==> config.mk <==
export PLATFORM = sky130hd
export DESIGN_NAME = keypad_scanner_flat
export DESIGN_NICKNAME = d
export VERILOG_FILES = /design/src/rtl/keypad_scanner_if.sv /design/src/rtl/keypad_scanner.sv /design/src/flat_wrapper.sv
export SDC_FILE = /design/constraint.sdc
export NUM_CORES = 1
export LEC_CHECK = 0
export ABC_AREA = 1
export BUFFER_PORTS_ARGS = -buffer_cell sky130_fd_sc_hd__buf_2
export CORE_AREA = 4 4 112 114
export CTS_BUF_LIST = sky130_fd_sc_hd__clkbuf_4 sky130_fd_sc_hd__clkbuf_8 sky130_fd_sc_hd__clkbuf_16
export CTS_CLUSTER_DIAMETER = 60
export CTS_CLUSTER_SIZE = 10
export DETAILED_ROUTE_END_ITERATION = 6
export DIE_AREA = 0 0 116 118
export GPL_TIMING_DRIVEN = 0
export PLACE_DENSITY_LB_ADDON = 0.3
export SYNTH_ARGS = -nofsm -noshare
export SYNTH_HDL_FRONTEND = slang
export SYNTH_SLANG_ARGS = --single-unit
==> constraint.sdc <==
create_clock -name clk -period 10.9 [get_ports clk]
set_clock_uncertainty 0.1 [all_clocks]
set_input_delay 2.725 -clock clk [delete_from_list [all_inputs] [get_ports clk]]
set_output_delay 2.725 -clock clk [all_outputs]
set_load 0.01 [all_outputs]
==> src/rtl/keypad_scanner_if.sv <==
// Keypad scanner signal bundle: matrix lines toward the keypad plus the
// accepted-key / entered-number outputs toward the display side.
interface keypad_scanner_if;
  logic [3:0]  key_row;    // row lines, active-low, asynchronous to clk
  logic [3:0]  key_col;    // column drive, active-low one-hot
  logic [3:0]  key_code;   // last accepted key {row_idx, col_idx}
  logic        key_valid;  // one-clk pulse per accepted press
  logic [15:0] value;      // entered number, 0..9999

  // scanner side
  modport master (
    input  key_row,
    output key_col, key_code, key_valid, value
  );

  // keypad / display side
  modport slave (
    output key_row,
    input  key_col, key_code, key_valid, value
  );
endinterface

==> src/rtl/keypad_scanner.sv <==
// 4x4 matrix keypad scanner: column scan, full-scan debounce FSM and a
// 4-digit decimal entry register (digits shift in, 10 = clear, 11 = backspace).
module keypad_scanner #(
  parameter int SCAN_DIV       = 100000,
  parameter int DEBOUNCE_SCANS = 4
) (
  input  logic              clk,
  input  logic              reset,
  keypad_scanner_if.master  kp
);

  localparam int TCK_W = (SCAN_DIV > 1) ? $clog2(SCAN_DIV) : 1;
  localparam int CNT_W = $clog2(DEBOUNCE_SCANS + 1);

  typedef enum logic [1:0] {IDLE, DEBOUNCE, HELD, RELEASE} state_t;

  // Running result of a scan: n is the key count saturated at 2 (MULTI),
  // code is only meaningful when n == 1.
  typedef struct packed {
    logic [1:0] n;
    logic [3:0] code;
  } scan_t;

  logic [3:0]       row_s1, row_s2;
  logic [TCK_W-1:0] tick_cnt;
  logic             tick;
  logic [1:0]       col_idx;
  scan_t            acc, scan_nxt;
  logic             scan_close;
  state_t           state;
  logic [CNT_W-1:0] cnt, cnt_inc;
  logic [3:0]       cand;
  logic [3:0]       key_code_r;
  logic             key_valid_r;
  logic [15:0]      value_r;
  logic [16:0]      val_nxt;
  logic [2:0]       hits, sum;
  logic [1:0]       hit_row;

  assign tick       = (tick_cnt == TCK_W'(SCAN_DIV - 1));
  assign scan_close = tick && (col_idx == 2'd3);
  assign cnt_inc    = cnt + 1'b1;

  assign kp.key_col   = ~(4'b0001 << col_idx);
  assign kp.key_code  = key_code_r;
  assign kp.key_valid = key_valid_r;
  assign kp.value     = value_r;

  // Two-flop synchronizer for the asynchronous row lines (idle high)
  always_ff @(posedge clk or negedge reset) begin
    if (!reset) begin
      row_s1 <= 4'hF;
      row_s2 <= 4'hF;
    end else begin
      row_s1 <= kp.key_row;
      row_s2 <= row_s1;
    end
  end

  // Scan tick divider: wraps at SCAN_DIV-1, tick is high on that count
  always_ff @(posedge clk or negedge reset) begin
    if (!reset) tick_cnt <= '0;
    else        tick_cnt <= tick ? '0 : tick_cnt + 1'b1;
  end

  // Column pointer advances once per tick
  always_ff @(posedge clk or negedge reset) begin
    if (!reset)    col_idx <= 2'd0;
    else if (tick) col_idx <= col_idx + 2'd1;
  end

  // Merge the current column's low rows into the running scan result
  always_comb begin
    hits    = 3'd0;
    hit_row = 2'd0;
    for (int r = 3; r >= 0; r--) begin
      if (!row_s2[r]) begin
        hits    = hits + 3'd1;
        hit_row = 2'(r);
      end
    end
    sum           = {1'b0, acc.n} + hits;
    scan_nxt.n    = (sum >= 3'd2) ? 2'd2 : sum[1:0];
    scan_nxt.code = (acc.n != 2'd0) ? acc.code : {hit_row, col_idx};
  end

  // Scan accumulator: collects columns 0..2, cleared when the scan closes
  always_ff @(posedge clk or negedge reset) begin
    if (!reset)          acc <= '0;
    else if (scan_close) acc <= '0;
    else if (tick)       acc <= scan_nxt;
  end

  // Debounce FSM, stepped once per full scan; MULTI blocks a press but
  // also keeps a held key from being seen as released
  always_ff @(posedge clk or negedge reset) begin
    if (!reset) begin
      state       <= IDLE;
      cnt         <= '0;
      cand        <= 4'd0;
      key_code_r  <= 4'd0;
      key_valid_r <= 1'b0;
    end else begin
      key_valid_r <= 1'b0;
      if (scan_close) begin
        case (state)
          IDLE: begin
            if (scan_nxt.n == 2'd1) begin
              cand <= scan_nxt.code;
              if (DEBOUNCE_SCANS <= 1) begin
                key_code_r  <= scan_nxt.code;
                key_valid_r <= 1'b1;
                state       <= HELD;
                cnt         <= '0;
              end else begin
                state <= DEBOUNCE;
                cnt   <= CNT_W'(1);
              end
            end
          end
          DEBOUNCE: begin
            if (scan_nxt.n == 2'd1 && scan_nxt.code == cand) begin
              if (cnt_inc == CNT_W'(DEBOUNCE_SCANS)) begin
                key_code_r  <= cand;
                key_valid_r <= 1'b1;
                state       <= HELD;
                cnt         <= '0;
              end else begin
                cnt <= cnt_inc;
              end
            end else begin
              state <= IDLE;
              cnt   <= '0;
            end
          end
          HELD: begin
            if (scan_nxt.n == 2'd0) begin
              if (DEBOUNCE_SCANS <= 1) begin
                state <= IDLE;
                cnt   <= '0;
              end else begin
                state <= RELEASE;
                cnt   <= CNT_W'(1);
              end
            end
          end
          RELEASE: begin
            if (scan_nxt.n == 2'd0) begin
              if (cnt_inc == CNT_W'(DEBOUNCE_SCANS)) begin
                state <= IDLE;
                cnt   <= '0;
              end else begin
                cnt <= cnt_inc;
              end
            end else begin
              state <= HELD;
              cnt   <= '0;
            end
          end
          default: begin
            state <= IDLE;
            cnt   <= '0;
          end
        endcase
      end
    end
  end

  // Next entered number for the key just accepted (17-bit to avoid truncation)
  always_comb begin
    val_nxt = {1'b0, value_r};
    if (key_valid_r) begin
      if (key_code_r <= 4'd9)
        val_nxt = ((({1'b0, value_r} < 17'd1000) ? {1'b0, value_r}
                    : ({1'b0, value_r} % 17'd1000)) * 17'd10)
                  + {13'd0, key_code_r};
      else if (key_code_r == 4'd10)
        val_nxt = 17'd0;
      else if (key_code_r == 4'd11)
        val_nxt = {1'b0, value_r} / 17'd10;
    end
  end

  // Entered number register, one clk behind key_valid; clamp guards 9999
  always_ff @(posedge clk or negedge reset) begin
    if (!reset) value_r <= 16'd0;
    else        value_r <= (val_nxt > 17'd9999) ? 16'd9999 : val_nxt[15:0];
  end

endmodule

==> src/flat_wrapper.sv <==
// flat-port wrapper written by rule: the top's interface ports become plain ports
module keypad_scanner_flat 
#(
  parameter int SCAN_DIV       = 100000,
  parameter int DEBOUNCE_SCANS = 4
)
  (clk, reset, kp_key_row, kp_key_col, kp_key_code, kp_key_valid, kp_value);
  keypad_scanner_if kp_i ();
  input  logic clk;
  input  logic reset;
  input wire logic [$bits(kp_i.key_row)-1:0] kp_key_row;
  output wire logic [$bits(kp_i.key_col)-1:0] kp_key_col;
  output wire logic [$bits(kp_i.key_code)-1:0] kp_key_code;
  output wire logic [$bits(kp_i.key_valid)-1:0] kp_key_valid;
  output wire logic [$bits(kp_i.value)-1:0] kp_value;
  assign kp_i.key_row = kp_key_row;
  assign kp_key_col = kp_i.key_col;
  assign kp_key_code = kp_i.key_code;
  assign kp_key_valid = kp_i.key_valid;
  assign kp_value = kp_i.value;
  keypad_scanner #(.SCAN_DIV(SCAN_DIV), .DEBOUNCE_SCANS(DEBOUNCE_SCANS)) u_core (.clk(clk), .reset(reset), .kp(kp_i));
endmodule
==> impl_results.md, run 1 <==
* Final Max Slew Viols at 0
* HPWL Detailed at 11.1 mm
* Initial antenna violation count at 0
* Die height at 118 um
* CTS buffer count at 9
* Resized Gates After CTS at 0
* DRT Wirelength at 14.1 mm
* Endpoint class of the critical path: register
* Layout fillers at 1090
* Slew headroom at 47.8%
* Vias post-DR at 6194
* Initial cell density of the core at 55.5%
* Sequential area share after synthesis at 25.0%
* Cells after Synth at 982
* First-pass GRT wire length at 24.5 mm
* Clock sinks at 63
* Critical path's largest stage delay at 0.44 ns
* Initial DRC Count at 305
* WP data arrival at 9.02 ns
* CTS root buf: clkbuf_16
* Fmax at 112 MHz
* Max-cap violations at 0
* Top-Level Pins at 31
* Post-layout net count at 1081
* Required time worst endpoint at 11.02 ns
* Final period utilization at 81.6%
* Area Overhead vs Synth at 10.0%
* GP Congestion at 0.914
* Die ar. at 13700 sq um
* Post-CTS setup buffers at 0
* Port Buf Inserts at 30
* DRC errors left at 0
* Tot GR Track Use at 21.3%
* Post-synthesis instance area at 6340 sq um
* Synthesized flop and latch total at 63
* Crit start category: register
* Core Box Area at 11400 sq um
* Peak VDD IR at 127 uV
* Cell Rows at 39
* Number of hold buffers added after CTS at 0
* Layout cells sized above 1 at 12.8%
* Synth unique cells at 52
* Predominant post-synthesis flop cell: dfrtp_1
* Final hold vios at 0
* Post-route setup slack at 2.00 ns
* Critical path's slowest cell: dfrtp_1
* PwrDens at 163 nW/um^2
* Crit path time final at 8.90 ns
* Syn_area_per_cell at 6.45 sq um
* H-tree levels at 3
* Worst slack at placement at 2.05 ns
* CTS Buffer Depth at 2
* Antenna diodes at 0
* Post-DRT Antenna Nets at 0
* Vias in the first global route at 5715
* Endpoints failing setup at 0
* Max FO, Critical Path at 8
* Synth warn at 0
* RSZ-0062 raised after global routing: false
* Status: completed
* TritonRoute pass-1 iters at 4
* Grt ovf at 0
* Worst-Margin Slew at 0.782 ns
* Synth async-reset ratio at 100%
* Final setup TNS at 0 ns
* P_leak at 3.69 nW
* Post-DR vias/cell at 5.25
* Clk Latency, worst-skew pair at 0.33 ns
* Pin count of the biggest net entering global routing at 64
* Die Wd at 116 um
* R2r setup slk at 2.00 ns
* Post-synth EDFFs at 0
* Avg WL per Cell at 11.9 um
* Clock slew at reported path FFs at 0.06 ns
* TritonCTS clock tree: yes
* Worst hold path class: register to register
* Crit path kind: register to register
-- power breakdown --
part | switching [W] | internal (W) | leakage (nW)
combinational | 0.000424 | 0.000221 | 2.77
clock | 0.0000993 | 0.000155 | 0.129
sequential | 0.00000165 | 0.000237 | 0.792
-- layer usage --
metal / track usage (%) / vias to the layer above / routed length, um
li1: - / 3259 / -
met1: 27.1 / 2803 / 6340
met2: 37.2 / 118 / 6960
met3: 2.83 / 14 / 564
met4: 6.31 / 0 / 204
met5: 0 / - / 0
-- synthesized netlist by cell type (9+ instances only) --
master,number,area [sq um]
nand2_1,234,878
inv_1,159,597
nor2_1,94,353
nand3_1,84,420
o21ai_0,57,285
dfrtp_1,55,1380
ha_1,40,500
a21oi_1,33,165
nand2_2,28,175
xor2_1,27,236
nand4_1,18,113
inv_2,15,56.3
nor3_1,12,60.1
nor2_2,11,68.8
clkinv_1,9,33.8
-- critical path, delay by kind of cell, from the launching register on --
| kind | cells | cell delay (ns) |
|---|---|---|
| buffers and inverters | 9 | 0.83 |
| DFF | 1 | 0.44 |
| and+or+nand+nor | 43 | 4.34 |
| AOI/OAI and AO/OA | 11 | 1.59 |
| xor gates and xnor gates | 4 | 0.80 |
| adders and majority gates | 2 | 0.66 |
-- layout make-up --
class                   instances  area (sq um)  area share [%]
multi-input cells             736          4040            58.0
plain buffers                   9          53.8           0.772
repair buffers                 30           153            2.19
inverters                     183           687            9.85
well taps                     143           179            2.57
flip-flops and latches         63          1590            22.8
clock inverters                 6          37.5           0.538
clock buffers                  10           233            3.34
-- worst paths after layout --
kind / cells past startpoint / from / to
setup / recovery: 69 / u_core.kp.value[11] / u_core.kp.value[2]
hold / removal: 0 / u_core.row_s1[3] / u_core.row_s2[3]
setup reg to reg: 69 / u_core.kp.value[11] / u_core.kp.value[2]
hold reg to reg: 0 / u_core.row_s1[3] / u_core.row_s2[3]
max in group asynchronous: 1 / reset / u_core.kp.value[15]
min in group asynchronous: 1 / reset / u_core.tick_cnt[10]
-- through the flow --
stage          area, sq um  utilization [%]  instances  hold slack [ns]  power, W
2_1_floorplan         6370                -        991            0.245  0.000761
3_3_place_gp          6700             58.7       1164            0.246  0.000866
3_5_place_dp          6700             58.7       1164            0.247  0.000880
4_1_cts               6970             61.0       1180            0.255   0.00114
5_1_grt               6970             61.1       1180            0.257   0.00125
6_report              6970             61.1       1180            0.254   0.00114
-- logic make-up after synthesis --
logic type	synth area share, %
xor+xnor	5.21
flops	25.0
simple gates	35.9
other cells	0.0592
buf+inv	11.7
fa+ha+maj	8.85
mux	0.158
compound gates	13.1
-- cell usage in the layout (no fill, tap or decap), types with 27 or more instances in the layout --
master   synthesis  routed
nand2_2         28      28
a21oi_1         33      33
buf_2            1      30
inv_1          159     159
dfrtp_1         55      55
ha_1            40      40
nand2_1        234     234
nand3_1         84      84
nor2_1          94      94
o21ai_0         57      57
xor2_1          27      27
-- flip-flops by register name, indices dropped and copies added (netlist names), 2 cells and up --
register            flops
u_core.row_s1           4
u_core.kp.key_code      4
u_core.state            2
u_core.cnt              3
u_core.tick_cnt        17
u_core.acc              6
u_core.kp.value        16
u_core.cand             4
u_core.col_idx          2
u_core.row_s2           4
No activity file was read; power rests on OpenSTA's default activity.
==> inputs of run 2 (changes only) <==
Clock period 10.9 ns to 8.77 ns, I/O delays scaled along.
==> run 2 against run 1 <==
Effect of this change: wire length rose by 7.8%; combinational power rose by 43%; critical path depth up 3.
==> impl_results.md, run 2 (synthesis gave the netlist of run 1 again) <==
* Status: completed
* Vias post-DR at 6439 (+4.0%)
* TritonRoute pass-1 iters at 5 (+1)
* Clock slew at reported path FFs at 0.05 ns (about the same)
* Final period utilization at 96.2% (+15 points)
* Most common cell after layout, fill and taps aside: nand2_1
* TritonCTS clock tree: yes
* Tot GR Track Use at 21.4% (+0.11 points)
* DR WL met2 at 7.76 mm (+12%)
* Initial DRC Count at 301 (-1.3%)
* Final hold vios at 0 (unchanged)
* Worst-Margin Slew at 0.777 ns (-0.00527 ns)
* Fin util at 66.4% (+5.3 points)
* Die ar. at 13700 sq um (unchanged)
* Biggest register: u_core.tick_cnt
* Worst hold path class: register to register
* Critical path's largest stage delay at 0.38 ns (-0.06 ns)
* Antenna diodes at 0 (unchanged)
* Post-DP Area at 6700 sq um (unchanged)
* Core Box Area at 11400 sq um (unchanged)
* Max FO, Critical Path at 7 (-1)
* DRC errors left at 0 (unchanged)
* RSZ-0062 raised after global routing: true
* Avg WL per Cell at 12.5 um (+4.6%)
* Slew headroom at 48.2% (+0.35 points)
* Clock sinks at 63 (unchanged)
* Cell mode on critical path: nand2_4
* Reg area at 1590 sq um (+0.24%)
* Post-Route M1 WL at 6.50 mm (+2.5%)
* Post-DRT Antenna Nets at 0 (unchanged)
* HPWL Detailed at 11.1 mm (unchanged)
* Grt ovf at 0 (unchanged)
* Final Max Slew Viols at 0 (unchanged)
* P_leak at 3.94 nW (+6.6%)
* CTS buffer count at 9 (unchanged)
* Required time worst endpoint at 8.88 ns (-2.14 ns)
* H-tree levels at 3 (unchanged)
* DRT Wirelength at 15.2 mm (+7.8%)
* WP data arrival at 8.54 ns (-0.48 ns)
* Vias in the first global route at 5743 (+0.49%)
* First-pass GRT wire length at 24.6 mm (+0.48%)
* Top-Level Pins at 31 (unchanged)
* Die Wd at 116 um (unchanged)
* Max FFs per register at 17 (unchanged)
* Pin count of the biggest net entering global routing at 64 (unchanged)
* Worst slack at placement at -0.0816 ns (-2.13 ns)
* Max-cap violations at 0 (unchanged)
* Highest routed layer: met4
* Endpoints failing setup at 0 (unchanged)
* Initial cell density of the core at 55.5% (unchanged)
* Routed met3 length at 633 um (+12%)
* Port Buf Inserts at 30 (unchanged)
* Area Overhead vs Synth at 19.7%
* Die height at 118 um (unchanged)
* Fmax at 119 MHz (+5.5%)
* Cell Rows at 39 (unchanged)
* Layout fillers at 1002 (-8.1%)
* Layout cells sized above 1 at 20.2% (+7.4 points)
* Post-layout net count at 1117 (+3.3%)
* PwrDens at 202 nW/um^2 (+24%)
* Initial antenna violation count at 0 (unchanged)
* Endpoint class of the critical path: register
* Crit start category: register
* Peak VDD IR at 161 uV (+26%)
* CTS Buffer Depth at 2 (unchanged)
* CTS root buf: clkbuf_16
* Clk Latency, worst-skew pair at 0.33 ns (about the same)
* Post-route setup slack at 0.337 ns (-1.67 ns)
* Post-DR vias/cell at 5.30 (+0.88%)
* Crit path time final at 8.43 ns (-0.462 ns)
* GP Congestion at 0.914 (unchanged)
* Critical path's slowest cell: dfrtp_1
* Finished Cell Area at 7580 sq um (+8.8%)
* Crit path kind: register to register
* Most frequent cells in the layout: nand2_1, inv_1, nor2_1
* Area occupied by multi-input gates at 4350 sq um (+7.6%)
==> run 2: cell count changes in the layout (fill, tap and decap cells not counted), sizes merged <==
cell / previous run / this run
buf: 34 / 70
clkinv: 13 / 12
inv: 174 / 175
==> run 2: worst max-delay path: cells and delay by family (launching register included) <==
| family | cells | cell delay, ns |
|---|---|---|
| simple gates | 48 | 4.49 |
| compound gates | 9 | 1.36 |
| buf+inv | 10 | 0.87 |
| xor+xnor | 3 | 0.57 |
| fa+ha+maj | 2 | 0.56 |
| flops | 1 | 0.38 |
==> run 2: through the flow <==
stage               std cells  hold slack, ns  total power [W]  TNS, ns
finish                   1216           0.254          0.00153        0
global route             1216           0.257          0.00167    -3.52
detailed placement       1164           0.247          0.00109   -0.167
CTS                      1181           0.255          0.00144        0
global placement         1164           0.246          0.00108        0
floorplan                 991           0.245         0.000946        0
==> run 2: routing by layer <==
layer,vias to the layer above,track usage [%]
met5,-,0
met4,0,6.53
met3,22,2.88
met2,148,37.4
met1,2956,27.1
li1,3313,-
==> run 2: area by class of cell <==
| class | count | area share, % |
|---|---|---|
| buffer | 9 | 0.842 |
| clock buffer | 10 | 3.07 |
| clock inverter | 6 | 0.495 |
| inverter | 183 | 9.13 |
| multi-input combinational | 736 | 57.3 |
| sequential | 63 | 21.0 |
| tap | 143 | 2.36 |
| timing repair buffer | 66 | 5.79 |
==> run 2: repair_timing <==
item                                    CTS  global route
buffers inserted                          1            35
hold buffers                              0             0
pin swaps                                 1            56
endpoints found under the setup margin    8            14
resized for setup                         5            77
==> run 2: report_power, final <==
| group | internal [W] | leakage [nW] | total (W) | switching (W) |
|---|---|---|---|---|
| Sequential | 0.000295 | 0.788 | 0.000297 | 0.00000162 |
| Clock | 0.000192 | 0.129 | 0.000316 | 0.000124 |
| Combinational | 0.000343 | 3.02 | 0.000920 | 0.000577 |
==> run 2: path summary, 6_finish.rpt <==
check / start / to / slack (ns) / cells past startpoint
setup / recovery: u_core.kp.value[9] / u_core.kp.value[12] / 0.34 / 72
hold / removal: u_core.row_s1[3] / u_core.row_s2[3] / 0.25 / 0
setup reg to reg: u_core.kp.value[9] / u_core.kp.value[12] / 0.34 / 72
hold reg to reg: u_core.row_s1[3] / u_core.row_s2[3] / 0.25 / 0
max in group asynchronous: reset / u_core.kp.value[15] / 6.16 / 1
min in group asynchronous: reset / u_core.tick_cnt[10] / 1.85 / 1
==> inputs of run 3 (changes only) <==
Clock period 8.77 ns to 9.6 ns, I/O delays scaled along.
==> run 3 against run 2 <==
Effect of this change: non-clock buffer count down 36; setup slack improved by 0.50 ns; sequential power down 8.8%; largest power group unchanged; critical path depth is 3 lower; sequential cell count did not move; sequential share of layout area up 1.7 points; cell count is 3.0% lower; hold slack is essentially flat; global-route usage is 0.11 points lower; clock power is 8.9% lower.
==> impl_results.md, run 3 (synthesis gave the netlist of run 1 again) <==
* Post-layout net count at 1081 (-3.2%)
* Max FFs per register at 17 (unchanged)
* P_leak at 3.69 nW (-6.2%)
* H-tree levels at 3 (unchanged)
* Die ar. at 13700 sq um (unchanged)
* Port Buf Inserts at 30 (unchanged)
* Cell Rows at 39 (unchanged)
* Pin count of the biggest net entering global routing at 64 (unchanged)
* Comb power frac at 57.2% (-2.8 points)
* Initial cell density of the core at 55.5% (unchanged)
* R2R Path End: u_core.kp.value[2]
* Layout cells sized above 1 at 13.4% (-6.8 points)
* Area Overhead vs Synth at 10.4%
* TritonCTS clock tree: yes
* Post-route setup slack at 0.837 ns (+0.501 ns)
* First-pass GRT wire length at 24.5 mm (-0.48%)
* Vias post-DR at 6207 (-3.6%)
* Crit path capture: u_core.kp.value[2]
* Top-Level Pins at 31 (unchanged)
* Final hold vios at 0 (unchanged)
* Final period utilization at 91.3% (-4.9 points)
* Peak VDD IR at 144 uV (-10%)
* Required time worst endpoint at 9.72 ns (+0.84 ns)
* FF-to-FF Start: u_core.kp.value[15]
* Most frequent cells in the layout: nand2_1, inv_1, nor2_1
* Crit start category: register
* Clk Latency, worst-skew pair at 0.32 ns (about the same)
* Clock sinks at 63 (unchanged)
* R2R depth at 69 (-4.2%)
* Clock slew at reported path FFs at 0.05 ns (about the same)
* Int Power at 0.000701 W (-16%)
* Cell mode on critical path: nand2_2
* Biggest register: u_core.tick_cnt
* Post-CTS setup buffers at 0 (-1)
* Vias in the first global route at 5715 (-0.49%)
* Most common cell after layout, fill and taps aside: nand2_1
* Sequential power share at 20.8% (+1.4 points)
* R2r setup slk at 0.84 ns (+0.50 ns)
* Worst-Margin Slew at 0.783 ns (+0.00590 ns)
* Final Max Slew Viols at 0 (unchanged)
* Worst slack at placement at 0.748 ns (+0.830 ns)
* Number of hold buffers added after CTS at 0 (unchanged)
* Post-DR vias/cell at 5.26 (-0.66%)
* Status: completed
* Critical path's largest stage delay at 0.51 ns (+0.13 ns)
* Max FO, Critical Path at 8 (+1)
* Final setup TNS at 0 ns (unchanged)
* WP data arrival at 8.89 ns (+0.35 ns)
* CTS buffer count at 9 (unchanged)
* Slew headroom at 47.8% (-0.39 points)
* Worst hold path class: register to register
* Initial DRC Count at 317 (+5.3%)
* PwrDens at 187 nW/um^2 (-7.7%)
* Max-cap violations at 0 (unchanged)
* Post-DP Area at 6700 sq um (unchanged)
* DRC errors left at 0 (unchanged)
* Endpoints failing setup at 0 (unchanged)
* TritonRoute pass-1 iters at 5 (unchanged)
* Die Wd at 116 um (unchanged)
* Fmax at 114 MHz (-3.8%)
* Die height at 118 um (unchanged)
* GP Congestion at 0.914 (unchanged)
* Sw frac at 46.3% (+0.50 points)
* Clk pwr share at 22.0% (+1.4 points)
* Crit path time final at 8.76 ns (+0.329 ns)
* CTS Buffer Depth at 2 (unchanged)
* Antenna diodes at 0 (unchanged)
* Grt ovf at 0 (unchanged)
* Hold path cells at 0 (unchanged)
* Crit path kind: register to register
* Initial antenna violation count at 0 (unchanged)
* Avg WL per Cell at 12.0 um (-4.1%)
* Tot GR Track Use at 21.3% (-0.11 points)
* DRT Wirelength at 14.1 mm (-7.0%)
* Finished Cell Area at 7000 sq um (-7.7%)
* Core Box Area at 11400 sq um (unchanged)
* CP Launch Point: u_core.kp.value[15]
* HPWL Detailed at 11.1 mm (unchanged)
* Post-DRT Antenna Nets at 0 (unchanged)
* Endpoint class of the critical path: register
* Critical path's slowest cell: dfrtp_1
* CTS root buf: clkbuf_16
* Psw at 0.000605 W (-14%)
[run 3: cell count changes in the layout (fill, tap and decap cells not counted), sizes merged]
cell and change:
buf -36, clkinv +1, inv -1
[run 3: final cells by class]
class	count	area, sq um
plain buffers	9	53.8
clock buffers	10	233
clock inverters	6	37.5
fillers	1088	4420
inverters	183	687
multi-input cells	736	4070
flip-flops and latches	63	1590
well taps	143	179
repair buffers	30	153
[run 3: per-stage QoR]
step	std cells	util, %	hold WS [ns]	total power, W
after floorplan	991	-	0.245	0.000864
after global placement	1164	58.7	0.246	0.000984
after detailed placement	1164	58.7	0.247	0.000999
after CTS	1180	61.0	0.255	0.00129
after global routing	1180	61.3	0.257	0.00143
final	1180	61.3	0.254	0.00131
[run 3: worst min-delay path by stage]
stage,startpoint,endpoint,slack (ns)
final,u_core.row_s1[3],u_core.row_s2[3],0.25
after global placement,u_core.row_s1[1],u_core.row_s2[1],0.25
after CTS,u_core.row_s1[3],u_core.row_s2[3],0.25
after detailed placement,u_core.row_s1[3],u_core.row_s2[3],0.25
after global routing,u_core.row_s1[1],u_core.row_s2[1],0.26
after floorplan,u_core.row_s1[0],u_core.row_s2[0],0.25
[run 3: critical path: cells and delay by family, from the launching register on]
family	cells	cell delay (ns)
DFF	1	0.51
AOI/OAI and AO/OA	11	1.50
buffers and inverters	8	0.63
and+or+nand+nor	44	4.40
adders and majority gates	2	0.68
xor gates and xnor gates	4	0.81
[run 3: power by group through the flow]
stage / Combinational, W / Clock [W] / Sequential (W)
3_5_place_dp: 0.000723 / 0 / 0.000276
2_1_floorplan: 0.000588 / 0 / 0.000276
3_3_place_gp: 0.000708 / 0 / 0.000276
6_report: 0.000747 / 0.000288 / 0.000271
5_1_grt: 0.000858 / 0.000305 / 0.000271
4_1_cts: 0.000727 / 0.000294 / 0.000271
[run 3: per-layer routing]
layer  GRT usage, %  vias to the layer above  routed length (um)
li1               -                     3259                   -
met1           27.1                     2820                6410
met2           37.2                      111                7000
met3           2.83                       17                 490
met4           6.31                        0                 208
met5              0                        -                   0
[run 3: timing repair]
item,CTS,global route
endpoints found under the setup margin,0,14
gates resized for setup,0,8
hold endpoints to repair,0,0
